===== src/rtl/ro_measure_pkg.sv =====
// ---------------------------------------------------------------------------
// ro_measure_pkg
//   Shared definitions for the ring-oscillator measurement block.
//   - ro_state_e : FSM state encoding (also what the state_dbg port carries)
//   - sel_width  : width of the oscillator-select field for a given N_OSC
//   - win_width  : width of the window-length field of buffer_in
// ---------------------------------------------------------------------------
package ro_measure_pkg;

  typedef enum logic [1:0] {
    ST_IDLE  = 2'd0,
    ST_LOAD  = 2'd1,
    ST_COUNT = 2'd2,
    ST_DONE  = 2'd3
  } ro_state_e;

  // Select field is clog2(N_OSC) bits wide, but never narrower than one bit
  // so that a single-oscillator build still has a well-formed field.
  function automatic int sel_width(input int n_osc);
    return (n_osc <= 2) ? 1 : $clog2(n_osc);
  endfunction

  // Everything above the select field is the window length.
  function automatic int win_width(input int buffer_in_width, input int n_osc);
    return buffer_in_width - sel_width(n_osc);
  endfunction

endpackage


===== src/rtl/ro_measure_pl_sync_edge_det.sv =====
// ---------------------------------------------------------------------------
// sync_edge_det
//   Two-flop synchronizer followed by a rising-edge detector on one bit.
//
// Ports
//   clock    in  1  system clock, rising edge
//   reset_n  in  1  asynchronous active-low reset, clears all flops
//   d        in  1  asynchronous input bit
//   reload   in  1  resynchronise the edge detector: the previous-value
//                   register takes the value the synchronizer output is about
//                   to take, so the next cycle cannot report an edge
//   pulse    out 1  one-cycle pulse when the synchronized bit goes 0 -> 1
// ---------------------------------------------------------------------------
module sync_edge_det (
  input  logic clock,
  input  logic reset_n,
  input  logic d,
  input  logic reload,
  output logic pulse
);

  logic s1;
  logic s2;
  logic prev;

  always_ff @(posedge clock or negedge reset_n) begin
    if (!reset_n) begin
      s1   <= 1'b0;
      s2   <= 1'b0;
      prev <= 1'b0;
    end else begin
      s1 <= d;
      s2 <= s1;
      // On reload, prev follows s1 (the next s2), so s2 == prev on the
      // following cycle and whatever history sat in the chain is discarded.
      if (reload) begin
        prev <= s1;
      end else begin
        prev <= s2;
      end
    end
  end

  assign pulse = s2 & ~prev;

endmodule


===== src/rtl/ro_measure_pl.sv =====
// ---------------------------------------------------------------------------
// ro_measure_pl
//   PL-side ring-oscillator measurement engine. On a PS command it selects one
//   oscillator, counts its rising edges over a programmed number of clock
//   cycles and returns the count.
//
// Handshake: sync is a level request from the PS side; buffer_in must be
//   stable while sync=1. ack is a registered level that rises once the result
//   is on buffer_out and stays high until sync is seen low, after which ack
//   drops on the next cycle. Dropping sync before ack (during LOAD/COUNT)
//   aborts the measurement without touching buffer_out.
//
// Parameters
//   N_OSC             number of oscillator inputs
//   BUFFER_IN_WIDTH   buffer_in width: [SEL_W-1:0] select, upper bits window
//   BUFFER_OUT_WIDTH  result width
//
// Ports
//   clock       in   1                 system clock, rising edge
//   reset_n     in   1                 asynchronous active-low reset
//   osc_in      in   N_OSC             ring-oscillator outputs (asynchronous)
//   sync        in   1                 command request level
//   ack         out  1                 measurement done, held until sync low
//   buffer_in   in   BUFFER_IN_WIDTH   {window, select}
//   buffer_out  out  BUFFER_OUT_WIDTH  result, valid whenever ack=1
//   state_dbg   out  2                 current FSM state (ro_state_e encoding)
//
// Build option
//   RO_MEASURE_OVF_FLAG_EN: MSB of buffer_out becomes an overflow flag and the
//   count uses the remaining bits. Undefined: count uses all bits and
//   saturates silently.
// ---------------------------------------------------------------------------
module ro_measure_pl
  import ro_measure_pkg::*;
#(
  parameter int N_OSC            = 8,
  parameter int BUFFER_IN_WIDTH  = 16,
  parameter int BUFFER_OUT_WIDTH = 16
) (
  input  logic                        clock,
  input  logic                        reset_n,
  input  logic [N_OSC-1:0]            osc_in,
  input  logic                        sync,
  output logic                        ack,
  input  logic [BUFFER_IN_WIDTH-1:0]  buffer_in,
  output logic [BUFFER_OUT_WIDTH-1:0] buffer_out,
  output logic [1:0]                  state_dbg
);

  localparam int SEL_W = sel_width(N_OSC);
  localparam int WIN_W = win_width(BUFFER_IN_WIDTH, N_OSC);
`ifdef RO_MEASURE_OVF_FLAG_EN
  localparam int CNT_W = BUFFER_OUT_WIDTH - 1;
`else
  localparam int CNT_W = BUFFER_OUT_WIDTH;
`endif
  localparam logic [CNT_W-1:0] CNT_MAX = '1;

  ro_state_e state;
  ro_state_e state_nxt;

  logic [SEL_W-1:0]            sel_in;
  logic [SEL_W-1:0]            sel_q;
  logic [SEL_W-1:0]            sel_mux;
  logic [WIN_W-1:0]            win_in;
  logic [WIN_W-1:0]            win_q;
  logic [WIN_W-1:0]            win_cnt;
  logic [CNT_W-1:0]            cnt_q;
  logic [CNT_W-1:0]            cnt_nxt;
  logic [BUFFER_OUT_WIDTH-1:0] result;
  logic                        osc_bit;
  logic                        edge_pulse;
  logic                        edge_inc;
  logic                        last_cycle;
  logic                        done_entry;
  logic                        load_phase;

  assign sel_in    = buffer_in[SEL_W-1:0];
  assign win_in    = buffer_in[BUFFER_IN_WIDTH-1:SEL_W];
  assign state_dbg = state;

  // Before COUNT the mux follows buffer_in directly (stable while sync=1), so
  // the synchronizer is already fed from the new oscillator during IDLE/LOAD.
  assign sel_mux = (state == ST_COUNT) ? sel_q : sel_in;

  // Out-of-range selects match no input and leave osc_bit at 0.
  always_comb begin
    osc_bit = 1'b0;
    for (int i = 0; i < N_OSC; i++) begin
      if (sel_mux == SEL_W'(i)) begin
        osc_bit = osc_in[i];
      end
    end
  end

  assign load_phase = (state == ST_LOAD);

  sync_edge_det u_sync_edge_det (
    .clock   (clock),
    .reset_n (reset_n),
    .d       (osc_bit),
    .reload  (load_phase),
    .pulse   (edge_pulse)
  );

  // ---------------------------------------------------------------------------
  // Counters
  // ---------------------------------------------------------------------------
  assign last_cycle = (win_cnt == (win_q - WIN_W'(1)));
  assign edge_inc   = (state == ST_COUNT) && edge_pulse;

  always_comb begin
    cnt_nxt = cnt_q;
    if (edge_inc && (cnt_q != CNT_MAX)) begin
      cnt_nxt = cnt_q + CNT_W'(1);
    end
  end

`ifdef RO_MEASURE_OVF_FLAG_EN
  logic ovf_q;
  logic ovf_nxt;

  // Sticky for the current window: set when an edge arrives with the counter
  // already pinned at its maximum.
  assign ovf_nxt = ovf_q | (edge_inc && (cnt_q == CNT_MAX));
  assign result  = {ovf_nxt, cnt_nxt};

  always_ff @(posedge clock or negedge reset_n) begin
    if (!reset_n) begin
      ovf_q <= 1'b0;
    end else if (state == ST_LOAD) begin
      ovf_q <= 1'b0;
    end else if (state == ST_COUNT) begin
      ovf_q <= ovf_nxt;
    end
  end
`else
  assign result = cnt_nxt;
`endif

  // ---------------------------------------------------------------------------
  // FSM next state
  // ---------------------------------------------------------------------------
  always_comb begin
    state_nxt = state;
    case (state)
      ST_IDLE: begin
        if (sync) begin
          state_nxt = ST_LOAD;
        end
      end
      ST_LOAD: begin
        if (!sync) begin
          state_nxt = ST_IDLE;
        end else if (win_in == '0) begin
          state_nxt = ST_DONE;
        end else begin
          state_nxt = ST_COUNT;
        end
      end
      ST_COUNT: begin
        // Abort takes priority over completing the window.
        if (!sync) begin
          state_nxt = ST_IDLE;
        end else if (last_cycle) begin
          state_nxt = ST_DONE;
        end
      end
      ST_DONE: begin
        if (!sync) begin
          state_nxt = ST_IDLE;
        end
      end
      default: state_nxt = ST_IDLE;
    endcase
  end

  assign done_entry = (state_nxt == ST_DONE) && (state != ST_DONE);

  // ---------------------------------------------------------------------------
  // State, counters and output registers
  // ---------------------------------------------------------------------------
  always_ff @(posedge clock or negedge reset_n) begin
    if (!reset_n) begin
      state      <= ST_IDLE;
      ack        <= 1'b0;
      buffer_out <= '0;
      sel_q      <= '0;
      win_q      <= '0;
      win_cnt    <= '0;
      cnt_q      <= '0;
    end else begin
      state <= state_nxt;
      ack   <= (state_nxt == ST_DONE);
      case (state)
        ST_LOAD: begin
          sel_q   <= sel_in;
          win_q   <= win_in;
          win_cnt <= '0;
          cnt_q   <= '0;
        end
        ST_COUNT: begin
          win_cnt <= win_cnt + WIN_W'(1);
          cnt_q   <= cnt_nxt;
        end
        default: begin
        end
      endcase
      // Zero-length window goes straight from LOAD to DONE with count 0;
      // otherwise the result includes any edge on the final COUNT cycle.
      if (done_entry) begin
        buffer_out <= (state == ST_LOAD) ? '0 : result;
      end
    end
  end

endmodule


===== config.mk =====
export PLATFORM = sky130hd
export DESIGN_NAME = ro_measure_pl
export DESIGN_NICKNAME = d
export VERILOG_FILES = /design/src/rtl/ro_measure_pkg.sv /design/src/rtl/ro_measure_pl_sync_edge_det.sv /design/src/rtl/ro_measure_pl.sv
export SDC_FILE = /design/constraint.sdc
export NUM_CORES = 1
export LEC_CHECK = 0
export ABC_AREA = 1
export CORE_AREA = 8 8 83 104
export DETAILED_ROUTE_END_ITERATION = 10
export DIE_AREA = 0 0 91 112
export HOLD_SLACK_MARGIN = 0.03
export PLACE_DENSITY = 0.78
export SLEW_MARGIN = 10
export SYNTH_ARGS = -nofsm -noshare
export SYNTH_HDL_FRONTEND = slang
export SYNTH_SLANG_ARGS = --single-unit

===== constraint.sdc =====
create_clock -name clock -period 2.6 [get_ports clock]
set_clock_uncertainty 0.1 [all_clocks]
set_input_delay 0.52 -clock clock [delete_from_list [all_inputs] [get_ports clock]]
set_output_delay 0.52 -clock clock [all_outputs]
set_load 0.05 [all_outputs]

# == Word-level counts from Yosys, hierarchy flattened ==
# Cells that the tools add are included.
# word_totals
ff_bits,67
out_inout_bits,19
word_cells,57
# classes
addsub,3
n_eq_ne,14
n_mux,21
bitwise_logic,2
n_reduce_logical,7
# op_table
op,n
two-way mux 16 bit,2
one-hot mux 16 bit (2 select lines),1
one-hot mux 13 bit (2 select lines),1
adder 16 x 1 -> 16 bit (second input constant),1
!= test 16 bit (second input constant),1
adder 13 x 1 -> 13 bit (second input constant),1
== test 13 bit,1
zero test 13 bit,1
subtractor 13 x 1 -> 13 bit (second input constant),1
== test 3 bit (second input constant),4
two-way mux 1 bit,10
two-way mux 2 bit,5
one-hot mux 2 bit (4 select lines),1
== test 2 bit (second input constant),3
== test 3 x 2 -> 1 bit (second input constant),2
== test 3 x 1 -> 1 bit (second input constant),1
logical AND 1 bit,3
zero test 3 bit,1
two-way mux 3 bit,1
== test 2 x 1 -> 1 bit (second input constant),1
zero test 2 bit,1
!= test 2 bit (second input constant),1
nonzero test 2 bit,1
AND 1 bit,1
NOT 1 bit,1

# == Depth between registers and ports, before layout ==
# Gate-level depths: netlist of run 1.
# depth
depth_word,11
depth_mapped,19

# == Cells and area by module ==
# A second synthesis of run 1 with hierarchy kept.
# hier_totals
hier_cells,516
area_unflattened_um2,3858.7
# by_module_without_submodules
mod,n_inst,cells_each,area_per_inst_um2,seq_area_each_um2
ro_measure_pl,1,507,3758.6,1601.5
sync_edge_det,1,9,100.1,75.1

# == Worst setup path before layout of run 1 ==
# OpenSTA, ideal clock, no wires.
# synth_path
path_kind,flip-flop to flip-flop
from,register state[0] (netlist: state_dbg[0])
to,register buffer_out[13]
arrival_ns,2.247
required_ns,2.381
slack_ns,0.133
path_stages_with_launch,14
synth_period_minus_slack_ns,2.467
cell_sequence,dfrtp_1 > inv_1 > ha_1 > buf_2 > inv_1 > nor3_1 > nand2_1 > nor2_1 > nand2_1 > nor2_1 > xor2_1 > nor2_1 > nand4_1 > nand2_1
# synth_via
elab_chain_len,5
# synth_lines
element,line,source
"start, declared",ro_measure_pl.sv:59,ro_state_e state;
"start signal, assigned",ro_measure_pl.sv:193,state <= state_nxt;
two-way mux 2 bit or == test 2 bit (tied branches),"ro_measure_pl.sv:165, ro_measure_pl.sv:110, ro_measure_pl.sv:146",
two-way mux 2 bit or logical AND 1 bit (tied branches),"ro_measure_pl.sv:163, ro_measure_pl.sv:110",
one-hot mux 2 bit (4 select lines) or logical AND 1 bit (tied branches),"ro_measure_pl.sv:146, ro_measure_pl.sv:114",
== test 2 bit or two-way mux 16 bit (tied branches),"ro_measure_pl.sv:178, ro_measure_pl.sv:114",
logical AND 1 bit or two-way mux 16 bit (tied branches),"ro_measure_pl.sv:178, ro_measure_pl.sv:212",
"end signal, assigned",ro_measure_pl.sv:212,buffer_out <= (state == ST_LOAD) ? '0 : result;
"end, declared",ro_measure_pl.sv:46,"output logic [BUFFER_OUT_WIDTH-1:0] buffer_out,"
# Several ways; a longest one is shown, not always the timed one.
# A chain may end at the register's enable or synchronous reset.

# == Worst setup path in the final report of run 1 ==
# layout_path
from,register win_q[1]
to,register buffer_out[9]
# layout_via
elab_chain_len,7
# layout_lines
element,line,source
"start, declared",ro_measure_pl.sv:66,logic [WIN_W-1:0] win_q;
"start signal, assigned",ro_measure_pl.sv:198,win_q <= win_in;
subtractor 13 x 1 -> 13 bit,ro_measure_pl.sv:109,assign last_cycle = (win_cnt == (win_q - WIN_W'(1)));
== test 13 bit,ro_measure_pl.sv:109,
two-way mux 2 bit,ro_measure_pl.sv:165,end else if (last_cycle) begin
two-way mux 2 bit,ro_measure_pl.sv:163,if (!sync) begin
one-hot mux 2 bit (4 select lines),ro_measure_pl.sv:146,case (state)
== test 2 bit,ro_measure_pl.sv:178,assign done_entry = (state_nxt == ST_DONE) && (state != ST_DONE);
logical AND 1 bit,ro_measure_pl.sv:178,
# Every way passes these cells.

==> results.json, run 1 <==
{
  "crit_fanout": 8,
  "cpMaxStageDelayCell": "dfrtp_1",
  "totalWireLength_mm": 9.81,
  "via_per_inst": 5.35,
  "slew_headroom_pct": 59.4,
  "path_delay_family": "simple AND/OR/NAND/NOR gates",
  "gp_congestion": 0.876,
  "cts_buffers": 9,
  "hold_class": "in2async",
  "drt-initial-drc-count": 149,
  "grt_max_degree": 68,
  "hold_ws_ns": 0.0694,
  "layout.nets": 598,
  "grt_pass1_vias": 3530,
  "cts_sinks": 67,
  "drive_above_1_share_pct": 10.2,
  "seqCellArea_mm2": 0.00168,
  "tightest_slew_ns": 0.608,
  "syn2layout_area_growth_pct": 24.3,
  "core-area_mm2": 0.00709,
  "ir_drop_uv": 612,
  "fmax_mhz": 418,
  "synth.area.top_cells": "dfrtp_1 44%, nand2_1 14%, inv_1 6.1%",
  "yosysTopAreaCellShare_pct": 44.1,
  "multi_input_area_mm2": 0.00188,
  "clk_path_buf_depth": 2,
  "num_vias": 3538,
  "start_util_pct": 53.6,
  "yosys_warnings": 0,
  "status": "finished, final reports clean",
  "worstPathRequired_ns": 2.79,
  "start_kind": "flop",
  "die_h_um": 112,
  "path_clk_slew_ns": 0.08,
  "fin_crit_ns": 2.40,
  "htreeDepth": 3,
  "synthFlopType": "dfrtp_1",
  "async_flop_share_pct": 100,
  "ios": 46,
  "clk_latency_ns": 0.35,
  "synth_fp_nets": 537,
  "overflow": 0,
  "drtAntennaViolNets": 0,
  "synth_cell_types": 33,
  "placed_area_mm2": 0.00439,
  "antenna_found_initial": 0,
  "setup-violations-final": 0,
  "die-area_mm2": 0.0102,
  "wl_per_cell_um": 14.8,
  "cp.arrival_ns": 2.58,
  "maxCapViolCount": 0,
  "hold_violations": 0,
  "worst_setup_path_end_kind": "flop",
  "cp_common_cell": "nand2_1",
  "io_buffers": 45,
  "drt_first_pass_iters": 4,
  "cts_root_buffer": "clkbuf_8",
  "cts_tree": "done",
  "synth_edf_count": 0,
  "slowest_delay_ns": 0.41,
  "yosysSeqAreaShare_pct": 44.1,
  "drv_slew": 0,
  "antenna_cells": 0,
  "synth_area_mm2": 0.00380,
  "drc": 0,
  "syn_inst": 503,
  "fill_cells": 626,
  "design_area_mm2": 0.00473,
  "grt_pass1_wl_mm": 15.9,
  "post-route-period-util_pct": 92.1,
  "ys_ff_latch": 67,
  "num_rows": 35,
  "hpwl_mm": 6.91,
  "critPathBufInv": 2,
  "critical_path_class": "reg2reg",
  "leakage_nw": 2.15,
  "yosysTopAreaCell": "dfrtp_1",
  "path_cells": "nor2_2 > nand2_1 > nor2_2 > nand2_1 > nand3_1 > nand2_1 > nor2_1 > nand2_1 > o21ai_1 > nand2_1 > a21oi_4 > buf_4 > clkbuf_16 > nand4_1 > nand2_1",
  "power_density_mw_per_mm2": 928,
  "dieWidth_um": 91,
  "postSynthAreaPerCell_um2": 7.56,
  "grt_usage_pct": 19.1
}
## synth_stat cells, types with 2 or more instances
| library cell | instances |
|---|---|
| buf_2 | 3 |
| inv_1 | 62 |
| o22ai_1 | 16 |
| nand3_1 | 23 |
| o21ai_0 | 32 |
| a21oi_1 | 13 |
| xor2_1 | 18 |
| nor4_1 | 7 |
| nor3_1 | 11 |
| nand2_2 | 2 |
| clkbuf_1 | 7 |
| inv_2 | 2 |
| ha_1 | 7 |
| nand4_1 | 24 |
| nand2_1 | 137 |
| nor2_1 | 49 |
| nor2_2 | 3 |
| nand3b_1 | 2 |
| clkinv_1 | 2 |
| xnor2_1 | 4 |
| dfrtp_1 | 67 |
## layout make-up
cell class	count	share of cell area, %
inverters	66	5.29
clock inverters	5	0.794
multi-input cells	358	39.8
clock buffers	11	3.20
repair buffers	62	13.0
well taps	92	2.44
flip-flops and latches	67	35.5
## metrics by stage
stage                     setup WS, ns  setup TNS [ns]  total power (W)  util (%)  std cells
final                            0.205               0          0.00439      66.6        661
after global routing         -0.000334       -0.000334          0.00468      66.6        661
after CTS                       0.0338               0          0.00410      64.5        653
after detailed placement        0.0620               0          0.00328      61.8        637
after global placement           0.106               0          0.00322      61.8        637
after floorplan                  0.133               0          0.00273         -        503
## worst register-to-register path: stages, from the launching register on
cell and delay, ns:
dfrtp_1 0.41, nor2_2 0.19, nand2_1 0.14, nor2_2 0.18, nand2_1 0.09, nand3_1 0.09, nand2_1 0.05, nor2_1 0.08
nand2_1 0.09, o21ai_1 0.13, nand2_1 0.11, a21oi_4 0.16, buf_4 0.17, clkbuf_16 0.16, nand4_1 0.09, nand2_1 0.08
## routing by layer
layer / GRT usage (%) / routed length (um) / up-vias
met5: 0 / 0 / -
met4: 10.3 / 342 / 0
met3: 3.84 / 302 / 27
met2: 34.5 / 5210 / 72
met1: 20.3 / 3950 / 1678
li1: - / - / 1761
## flip-flops by register name (all words and copies together), names as in the netlist
signal                count
win_cnt                  13
u_sync_edge_det.s2        1
state_dbg                 2
sel_q                     3
ack                       1
buffer_out               16
cnt_q                    16
u_sync_edge_det.s1        1
u_sync_edge_det.prev      1
win_q                    13
## kinds of logic after synthesis
family	synth area share, %
AO/OA/AOI/OAI	9.67
XOR/XNOR	5.66
adder cells (fa/ha/maj)	2.30
buffers and inverters	8.19
flip-flops	44.1
AND/OR/NAND/NOR	30.1
## repair_timing
item | in CTS | in global routing
endpoints found under the setup margin | 0 | 19
gates resized for setup | 0 | 20
hold buffers | 0 | 0
buffers inserted | 0 | 6
## final timing paths
| check | startpoint | end | slack [ns] | depth (start not counted) |
|---|---|---|---|---|
| setup reg to reg | win_q[1] | buffer_out[9] | 0.20 | 15 |
| hold reg to reg | u_sync_edge_det.s1 | u_sync_edge_det.s2 | 0.31 | 0 |
| min in group clock | u_sync_edge_det.s1 | u_sync_edge_det.s2 | 0.31 | 0 |
| hold / removal | reset_n | u_sync_edge_det.s1 | 0.07 | 2 |
| max in group asynchronous | reset_n | state_dbg[0] | 2.01 | 2 |
| setup / recovery | win_q[1] | buffer_out[9] | 0.20 | 15 |
## placed cells by master (no fill, tap or decap), types with 2 or more instances in the layout
cell | netlist | final
o21ai_0 | 32 | 32
nand3_4 | 1 | 2
xor2_1 | 18 | 18
clkbuf_8 | 0 | 11
buf_4 | 1 | 13
nand3b_1 | 2 | 2
nand2_1 | 137 | 137
dfrtp_1 | 67 | 65
nor3_2 | 0 | 3
clkinv_1 | 2 | 2
xnor2_1 | 4 | 4
nor3_1 | 11 | 8
ha_1 | 7 | 6
inv_2 | 2 | 2
o22ai_1 | 16 | 16
nor4_1 | 7 | 7
inv_1 | 62 | 61
clkinvlp_4 | 0 | 5
nand4_1 | 24 | 24
nand3_1 | 23 | 23
clkdlybuf4s50_1 | 0 | 44
dfrtp_2 | 0 | 2
a21oi_1 | 13 | 13
nor2_1 | 49 | 43
nor2_2 | 3 | 9
## report_power, final
part | internal [W] | total, W | switching [W]
Clock | 0.000398 | 0.000823 | 0.000426
Sequential | 0.00124 | 0.00142 | 0.000181
Combinational | 0.000772 | 0.00214 | 0.00137
Power figures use the tool's default switching activity.
==> run 2: changes to the inputs <==
- CORE_AREA: 8 8 83 104 -> 8 8 92 94
- DIE_AREA: 0 0 91 112 -> 0 0 100 102
==> run 2 against run 1 <==
Effect of this change: count of clock-buffer cells in the layout down 2; sequential power barely moved; sequential share of layout area about the same; final cell count up 0.15%; non-clock buffer count decreased by 6; combinational power is 7% lower; fmax decreased by 0.75%.
==> results.json, run 2 (synthesis gave the netlist of run 1 again) <==
{
  "worstReg2RegStart": "win_q[0]",
  "tightest_slew_ns": 0.566,
  "rr_endpoint": "buffer_out[15]",
  "rrSetupSlack_ns": 0.19,
  "setup_tns_ns": 0,
  "start_kind": "flop",
  "die_h_um": 102,
  "worst_setup_path_end_kind": "flop",
  "largestRegisters": "buffer_out (16), cnt_q (16)",
  "clk_path_buf_depth": 2,
  "slew_headroom_pct": 62.2,
  "power_w": 0.00453,
  "drive_above_1_share_pct": 7.46,
  "path_clk_slew_ns": 0.08,
  "layout.nets": 592,
  "core-area_mm2": 0.00706,
  "wl_per_cell_um": 13.9,
  "start_util_pct": 53.9,
  "p_comb_share_pct": 43.8,
  "status": "finished, final reports clean",
  "crit_fanout": 8,
  "clkPwrFrac_pct": 25.6,
  "power_density_mw_per_mm2": 958,
  "cts_tree": "done",
  "ir_drop_uv": 480,
  "hpwl_mm": 6.64,
  "cp_common_cell": "nand2_1",
  "cts_sinks": 67,
  "drtAntennaViolNets": 0,
  "num_vias": 3532,
  "grt_usage_pct": 18.9,
  "antenna_found_initial": 0,
  "fmax_mhz": 414,
  "grt_pass1_wl_mm": 15.6,
  "totalWireLength_mm": 9.18,
  "critical_path_class": "reg2reg",
  "grt_pass1_vias": 3508,
  "hold_buffers": 0,
  "p_int_w": 0.00265,
  "drt_first_pass_iters": 6,
  "fin_cells": 662,
  "utilization_pct": 66.9,
  "drt-initial-drc-count": 210,
  "final_common_cell": "nand2_1",
  "clk_latency_ns": 0.35,
  "seqPwrFrac_pct": 30.6,
  "io_buffers": 45,
  "antenna_cells": 0,
  "cts_root_buffer": "clkbuf_8",
  "path_cells": "inv_2 > ha_4 > nand2_2 > nor2_4 > nand3_1 > nand2_1 > nand2_1 > nor2_1 > nand2_1 > o21ai_1 > nand2_1 > a21oi_4 > buf_12 > nand3_4 > nand2_1 > nand2_1",
  "num_rows": 31,
  "cts_buffers": 9,
  "setup-violations-final": 0,
  "place_inst": 644,
  "gp_congestion": 0.888,
  "via_per_inst": 5.34,
  "hold_class": "in2async",
  "overflow": 0,
  "htreeDepth": 3,
  "die-area_mm2": 0.0102,
  "hold_violations": 0,
  "setup.worst_path.start": "win_q[0]",
  "ios": 46,
  "r2r_cells": 16,
  "swShare_pct": 41.5,
  "fin_crit_ns": 2.41,
  "drc": 0,
  "grt_max_degree": 68,
  "syn2layout_area_growth_pct": 24.3,
  "cpMaxStageDelayCell": "dfrtp_1",
  "post-route-period-util_pct": 92.8,
  "dieWidth_um": 100,
  "leakage_nw": 2.15,
  "maxCapViolCount": 0,
  "worstPathRequired_ns": 2.75,
  "most-common-layout-cells": "137 x nand2_1, 66 x dfrtp_1, 62 x inv_1",
  "slowest_delay_ns": 0.40,
  "cp.arrival_ns": 2.56,
  "p_sw_w": 0.00188,
  "drv_slew": 0
}
run 2: cell types whose count changed in the layout (fill, tap and decap cells not counted), moves of 2 or more:
cell        change
nor2_2          -6
clkbuf_8        -2
clkinvlp_4      -3
nor3_1          +2
nor2_1          +6
nor3_2          -2
bufinv_16       +4
buf_4           -5
run 2: layer usage:
metal / up-vias / wire length (um) / global-route usage, % / part of all wire, %
li1: 1754 / - / - / -
met2: 89 / 4380 / 31.3 / 48
met3: 12 / 463 / 3.88 / 5.0
met5: - / 0 / 0 / 0
met4: 0 / 140 / 6.16 / 1.5
met1: 1677 / 4190 / 24.0 / 46
run 2: worst max path at each step:
stage | to | slack, ns | cells after the start
finish | buffer_out[15] | 0.19 | 16
global route | buffer_out[14] | -0.002 | 17
CTS | buffer_out[13] | 0.09 | 17
detailed placement | buffer_out[9] | -0.03 | 9
global placement | buffer_out[4] | -0.04 | 9
floorplan | buffer_out[13] | 0.13 | 13
run 2: cell type report:
type                       instances  area [um^2]
fill                             575         2330
multi-input combinational        358         1850
sequential                        67         1680
timing repair buffer              56          557
inverter                          66          248
clock inverter                     7          140
clock buffer                       9          124
tap                               99          124
run 2: power groups by stage:
stage | logic, W | clock network [W] | registers (W)
after CTS | 0.00186 | 0.00117 | 0.00138
after detailed placement | 0.00185 | 0 | 0.00140
after floorplan | 0.00124 | 0 | 0.00149
after global placement | 0.00181 | 0 | 0.00140
after global routing | 0.00220 | 0.00122 | 0.00141
final | 0.00198 | 0.00116 | 0.00139
run 2: worst max-delay path, delay by kind of cell, from the launching register on:
kind / cells / cell delay (ns)
buffers and inverters: 2 / 0.27
DFF: 1 / 0.40
adders and majority gates: 1 / 0.18
AOI/OAI and AO/OA: 2 / 0.33
and+or+nand+nor: 11 / 1.03
run 2: timing repair:
action | in CTS | in global routing
setup endpoints to repair | 0 | 19
setup buffers | 0 | 1
resized for setup | 0 | 7
run 2: through the flow:
stage               instance area, um^2  setup slack (ns)  hold slack [ns]
floorplan                          3800             0.133            0.124
global placement                   4400           -0.0369            0.264
detailed placement                 4400           -0.0340            0.269
CTS                                4660            0.0927           0.0905
global route                       4720          -0.00210            0.108
finish                             4720             0.187           0.0747
==> edit 1, RTL diff (flow settings as in run 2) <==
The option `RO_MEASURE_OVF_FLAG_EN` is turned on by a define.
--- a/src/rtl/ro_measure_pl.sv
+++ b/src/rtl/ro_measure_pl.sv
@@ -30,6 +30,8 @@
 //   count uses the remaining bits. Undefined: count uses all bits and
 //   saturates silently.
 // ---------------------------------------------------------------------------
+`define RO_MEASURE_OVF_FLAG_EN
+
 module ro_measure_pl
   import ro_measure_pkg::*;
 #(
Formal check against the unedited RTL: no difference found for any inputs over 10 cycles, from zero or initial values and one cycle with reset_n low; that may be too few to reach the edited logic, so the function may still have changed.
==> edit 1 against run 2 <==
Worst setup slack worse by 0.064 ns. Routed wire length rose by 0.47%. Total power rose by 0.26%. Synthesized cell count is 2.6% lower. Cell area is 1.7% lower. Sequential cell count did not move. Clock power decreased by 17%. Hold slack lost 0.0016 ns. Synthesized area fell by 0.56%.
==> edit 1: results (changes against run 2) <==
- Outcome: completed
- Via count of the first global-routing pass: 3411 (-2.8%)
- Yosys synthesis warning count: 0 (unchanged)
- Routed wire length: 9.22 mm (+0.47%)
- Number of distinct library cell variants in the gate-level netlist after synthesis: 36 (+9.1%)
- Largest registers: buffer_out: 16 flops, cnt_q: 15 flops
- DRC violation total after the first TritonRoute iteration: 141 (-33%)
- Router iterations before antenna repair: 4 (-2)
- Dpl hpwl: 6.55 mm (-1.4%)
- Met2 Wirelength: 4.85 mm (+11%)
- Setup slack after placement: 0.130 ns (+0.164 ns)
- Via density: 5.28 (-1.0%)
- GPL Wtd Cong: 0.837 (-5.8%)
- Met3 wire length: 390 microns (-16%)
- Tot GR Track Use: 18.6% (-0.22 points)
- Top post-synthesis cells by count: nand2_1, dfrtp_1, inv_1, nor2_1, o21ai_0
- Buffer depth of the longest clock path: 2 (unchanged)
- Synth top area cells: dfrtp_1, nand2_1, inv_1
- Critical Path AT: 2.62 ns (+0.06 ns)
- Filler cell count: 601 (+4.5%)
- Transition at the pin with the smallest max-transition slack: 0.542 ns (-0.0242 ns)
- Leakage power: 0.00213 uW (-1.1%)
- Global-route wire length before repair: 15.2 mm (-2.5%)
- Number of diodes added for antenna fixing: 0 (unchanged)
- Max H-tree Level: 3 (unchanged)
- Routed length on met1: 3.76 mm (-10%)
- Post-Synthesis Net Count: 524 (-2.4%)
- Worst Reg-to-Reg Cells: 16 (unchanged)
- Number of nets in the final layout: 577 (-2.5%)
- Internal reg-to-reg setup slack: 0.12 ns (-0.06 ns)
- Cell area after placement: 4350 sq um (-1.0%)
- Maximum vdd ir drop: 0.000405 V (-16%)
- Share of layout cells above drive strength 1: 11.3% (+3.9 points)
- Share of synthesized area occupied by flip-flops and latches: 44.3% (+0.25 points)
- Count of buffers inserted at the top-level ports: 45 (unchanged)
edit 1: layout make-up:
| cell class | count | area, sq um | share of cell area [%] |
|---|---|---|---|
| clock inverter | 6 | 88.8 | 1.91 |
| sequential | 67 | 1680 | 36.2 |
| clock buffer | 10 | 128 | 2.75 |
| tap | 99 | 124 | 2.67 |
| multi-input combinational | 355 | 1860 | 40.1 |
| timing repair buffer | 53 | 543 | 11.7 |
| inverter | 57 | 216 | 4.66 |
edit 1: worst max-delay path, stage by stage, from the launching register on:
cell and delay (ns):
dfrtp_1 0.41, inv_2 0.12, ha_4 0.17, nand2_2 0.08, nor2_1 0.10, nand2_1 0.06, nand2_1 0.07, inv_1 0.05
o21ai_0 0.16, nand3_1 0.15, o21bai_2 0.18, nand2_2 0.09, a21oi_4 0.23, buf_12 0.14, nand3_4 0.11, nand2_1 0.10
nand2_1 0.05
edit 1: per-stage QoR:
stage / setup TNS (ns) / hold slack [ns] / power, uW / cells / util [%]
after detailed placement: 0 / 0.263 / 3410 / 629 / 61.6
after global routing: -0.316 / 0.101 / 4860 / 647 / 65.8
after floorplan: 0 / 0.124 / 2890 / 490 / -
final: 0 / 0.0731 / 4540 / 647 / 65.8
after CTS: 0 / 0.0961 / 4370 / 645 / 64.7
after global placement: 0 / 0.263 / 3360 / 629 / 61.6
edit 1: kinds of logic (layout without fill, tap and decap cells):
| group | Yosys count | count (layout) | share of synthesized area (%) |
|---|---|---|---|
| xor gates and xnor gates | 22 | 22 | 5.10 |
| AOI/OAI and AO/OA | 70 | 70 | 10.3 |
| buffers and inverters | 69 | 126 | 7.71 |
| adders and majority gates | 7 | 7 | 2.32 |
| and+or+nand+nor | 252 | 253 | 29.3 |
| muxes | 3 | 3 | 0.893 |
| DFF | 67 | 67 | 44.3 |
edit 1: repair_timing:
item                                    in CTS  in global routing
hold buffers                                 0                  0
endpoints found under the setup margin       0                 19
resized for setup                            0                 12
buffers inserted                             0                  1
edit 1: layer usage:
metal	GRT usage, %	vias up
li1	-	1682
met1	20.5	1624
met2	33.8	87
met3	3.75	23
met4	8.84	0
met5	0	-
edit 1: worst max path at each step:
stage          depth (start not counted)        endpoint  slack, ns
6_report                              16  buffer_out[15]       0.12
5_1_grt                               16  buffer_out[15]      -0.04
4_1_cts                               15  buffer_out[15]       0.11
3_5_place_dp                          15  buffer_out[15]       0.13
3_3_place_gp                          10  buffer_out[15]       0.14
2_1_floorplan                         12     win_cnt[11]       0.02
edit 1: power by group:
part,internal [uW],switching (uW)
Clock,542,424
Sequential,1240,186
Combinational,740,1400
Total,2520,2010
==> edit 2, RTL diff (config.mk and constraints of run 2) <==
Without the edit above. Register the output `state_dbg` once more, without a reset; this adds one clock of latency there. The other outputs are not delayed to match.
--- a/src/rtl/ro_measure_pl.sv
+++ b/src/rtl/ro_measure_pl.sv
@@ -77,7 +77,9 @@
 
   assign sel_in    = buffer_in[SEL_W-1:0];
   assign win_in    = buffer_in[BUFFER_IN_WIDTH-1:SEL_W];
-  assign state_dbg = state;
+  always_ff @(posedge clock) begin
+    state_dbg <= state;
+  end
 
   // Before COUNT the mux follows buffer_in directly (stable while sync=1), so
   // the synchronizer is already fed from the new oscillator during IDLE/LOAD.
Function: changed (a bounded check fails within 4 cycles, from zero or initial values and one cycle with reset_n low).
==> edit 2 against run 2 <==
Count of clock-buffer cells in the layout up 1. Worst setup slack worse by 0.024 ns. Cell area up 4.3%. Hold slack better by 0.0030 ns. Non-clock buffer count up 11. First-iteration DRC count down 28%. Die area unchanged. Sequential cell count up 2. Global-route usage up 1.4 points. Synthesized area up 2.9%. Routed wire length up 9.5%. Total power up 4.9%. Sequential share of layout area down 0.62 points.
==> edit 2: results (changes against run 2) <==
- Outcome: completed
- Biggest cell delay along the critical path: 0.40 ns (about the same)
- Max Slew Vio Count: 0 (unchanged)
- Number of distinct library cell variants in the gate-level netlist after synthesis: 38 (+15%)
- CP max-delay cell: dfrtp_1
- Count of buffers inserted at the top-level ports: 45 (unchanged)
- Met2 Wirelength: 5.36 mm (+22%)
- Number of instances in the placed design: 670 (+4.0%)
- Maximum number of pins on one net before global-route repair: 68 (unchanged)
- Core box area: 7060 sq um (unchanged)
- Via count of the first global-routing pass: 3613 (+3.0%)
- Hold Path Class: primary input to asynchronous set/reset pin
- Yosys synthesis warning count: 0 (unchanged)
- Minimum hold slack: 0.0776 ns (+0.00296 ns)
- Category of cells accounting for the largest share of critical-path delay: simple AND/OR/NAND/NOR gates
- Number of diodes added for antenna fixing: 0 (unchanged)
- Clock transition at path regs: 0.08 ns (about the same)
- Tot GR Track Use: 20.3% (+1.4 points)
- Internal reg-to-reg setup slack: 0.16 ns (-0.02 ns)
- Antenna violations before repair: 0 (unchanged)
- Top post-synthesis cells by count: nand2_1, dfrtp_1, inv_1, nor2_1, o21ai_0
- Final cell count without fillers: 691 (+4.4%)
- Routed wire length: 10.1 mm (+9.5%)
- Filler cell count: 572 (-0.52%)
- Routed length on met1: 4.14 mm (-1.1%)
- GPL Wtd Cong: 0.885 (-0.39%)
- Uppermost metal layer occupied by signal nets: met4
- Met3 wire length: 356 microns (-23%)
- Largest registers: buffer_out: 16 flops, cnt_q: 16 flops
- Worst Reg-to-Reg Cells: 14 (-2)
- Via density: 5.32 (-0.37%)
- Most common flop cell mapped by yosys: dfrtp_1
- Clock Root Buffer: clkbuf_8
- Router iterations before antenna repair: 4 (-2)
- Buffer depth of the longest clock path: 2 (unchanged)
- Synth top area cells: dfrtp_1, nand2_1, inv_1
- Number of nets in the final layout: 621 (+4.9%)
- Global-route wire length before repair: 16.6 mm (+6.6%)
- DRC violation total after the first TritonRoute iteration: 152 (-28%)
- Global routing usage on met1: 23.0% (-1.1 points)
- Clock insertion delay at the later pin of the skew report: 0.35 ns (about the same)
- Post-Synthesis Net Count: 556 (+3.5%)
- Pint: 2650 uW (+0.30%)
- Dpl hpwl: 7.14 mm (+7.5%)
- Critical Path AT: 2.58 ns (+0.02 ns)
- Fraction of synthesis flops using an asynchronous set or reset pin: 97.1% (-2.9 points)
- Number of CTS-inserted buffers: 9 (unchanged)
- Global-route met2 utilization: 36.9% (+5.6 points)
- Leakage power: 0.00230 uW (+6.7%)
- Count of mapped cells out of synthesis: 522 (+3.8%)
- Maximum vdd ir drop: 0.000418 V (-13%)
- Maximum fanout along the worst path: 8 (unchanged)
- Share of synthesized area occupied by flip-flops and latches: 43.9% (-0.22 points)
- Remaining max-slew budget at the tightest pin: 63.8% (+1.6 points)
- Max H-tree Level: 3 (unchanged)
- Share of layout cells above drive strength 1: 11.8% (+4.4 points)
- Met3 global-route usage: 3.95% (+0.068 points)
edit 2: cells by family after synthesis:
logic type	Yosys count	share of synthesized area, %
flops	69	43.9
xor+xnor	20	4.48
simple gates	281	31.9
fa+ha+maj	7	2.24
buf+inv	78	7.80
compound gates	67	9.72
edit 2: what timing repair did:
action                     in CTS  in global routing
setup buffers                   0                  4
gates resized for setup         0                 25
hold buffers                    0                  0
setup endpoints to repair       0                 18
edit 2: area by class of cell:
cell class | instances | area, sq um | area share, %
Multi-Input combinational cell | 376 | 1990 | 40.4
Sequential cell | 69 | 1720 | 34.9
Timing Repair Buffer | 67 | 631 | 12.8
Inverter | 64 | 240 | 4.88
Clock buffer | 10 | 138 | 2.79
Tap cell | 99 | 124 | 2.51
Clock inverter | 6 | 86.3 | 1.75
edit 2: per-stage QoR:
step | setup TNS (ns) | setup WS (ns) | utilization (%) | area (sq um)
floorplan | 0 | 0.297 | - | 3910
global placement | 0 | 0.0696 | 64.7 | 4560
detailed placement | 0 | 0.0436 | 64.7 | 4560
CTS | 0 | 0.0678 | 67.8 | 4790
global route | -0.192 | -0.0466 | 69.8 | 4930
finish | 0 | 0.163 | 69.8 | 4930
edit 2: power groups by stage:
stage	Combinational, uW	Clock, uW	Sequential (uW)
CTS	2090	1000	1460
floorplan	1280	0	1600
global placement	2020	0	1480
finish	2280	987	1480
detailed placement	2070	0	1480
global route	2520	1040	1510
edit 2: path summary, 6_finish.rpt:
path | startpoint | to
max | win_q[0] | buffer_out[14]
min | reset_n | win_q[5]
max reg2reg | win_q[0] | buffer_out[14]
min reg2reg | u_sync_edge_det.s1 | u_sync_edge_det.s2
max in group asynchronous | reset_n | cnt_q[13]
min in group clock | u_sync_edge_det.s1 | u_sync_edge_det.s2
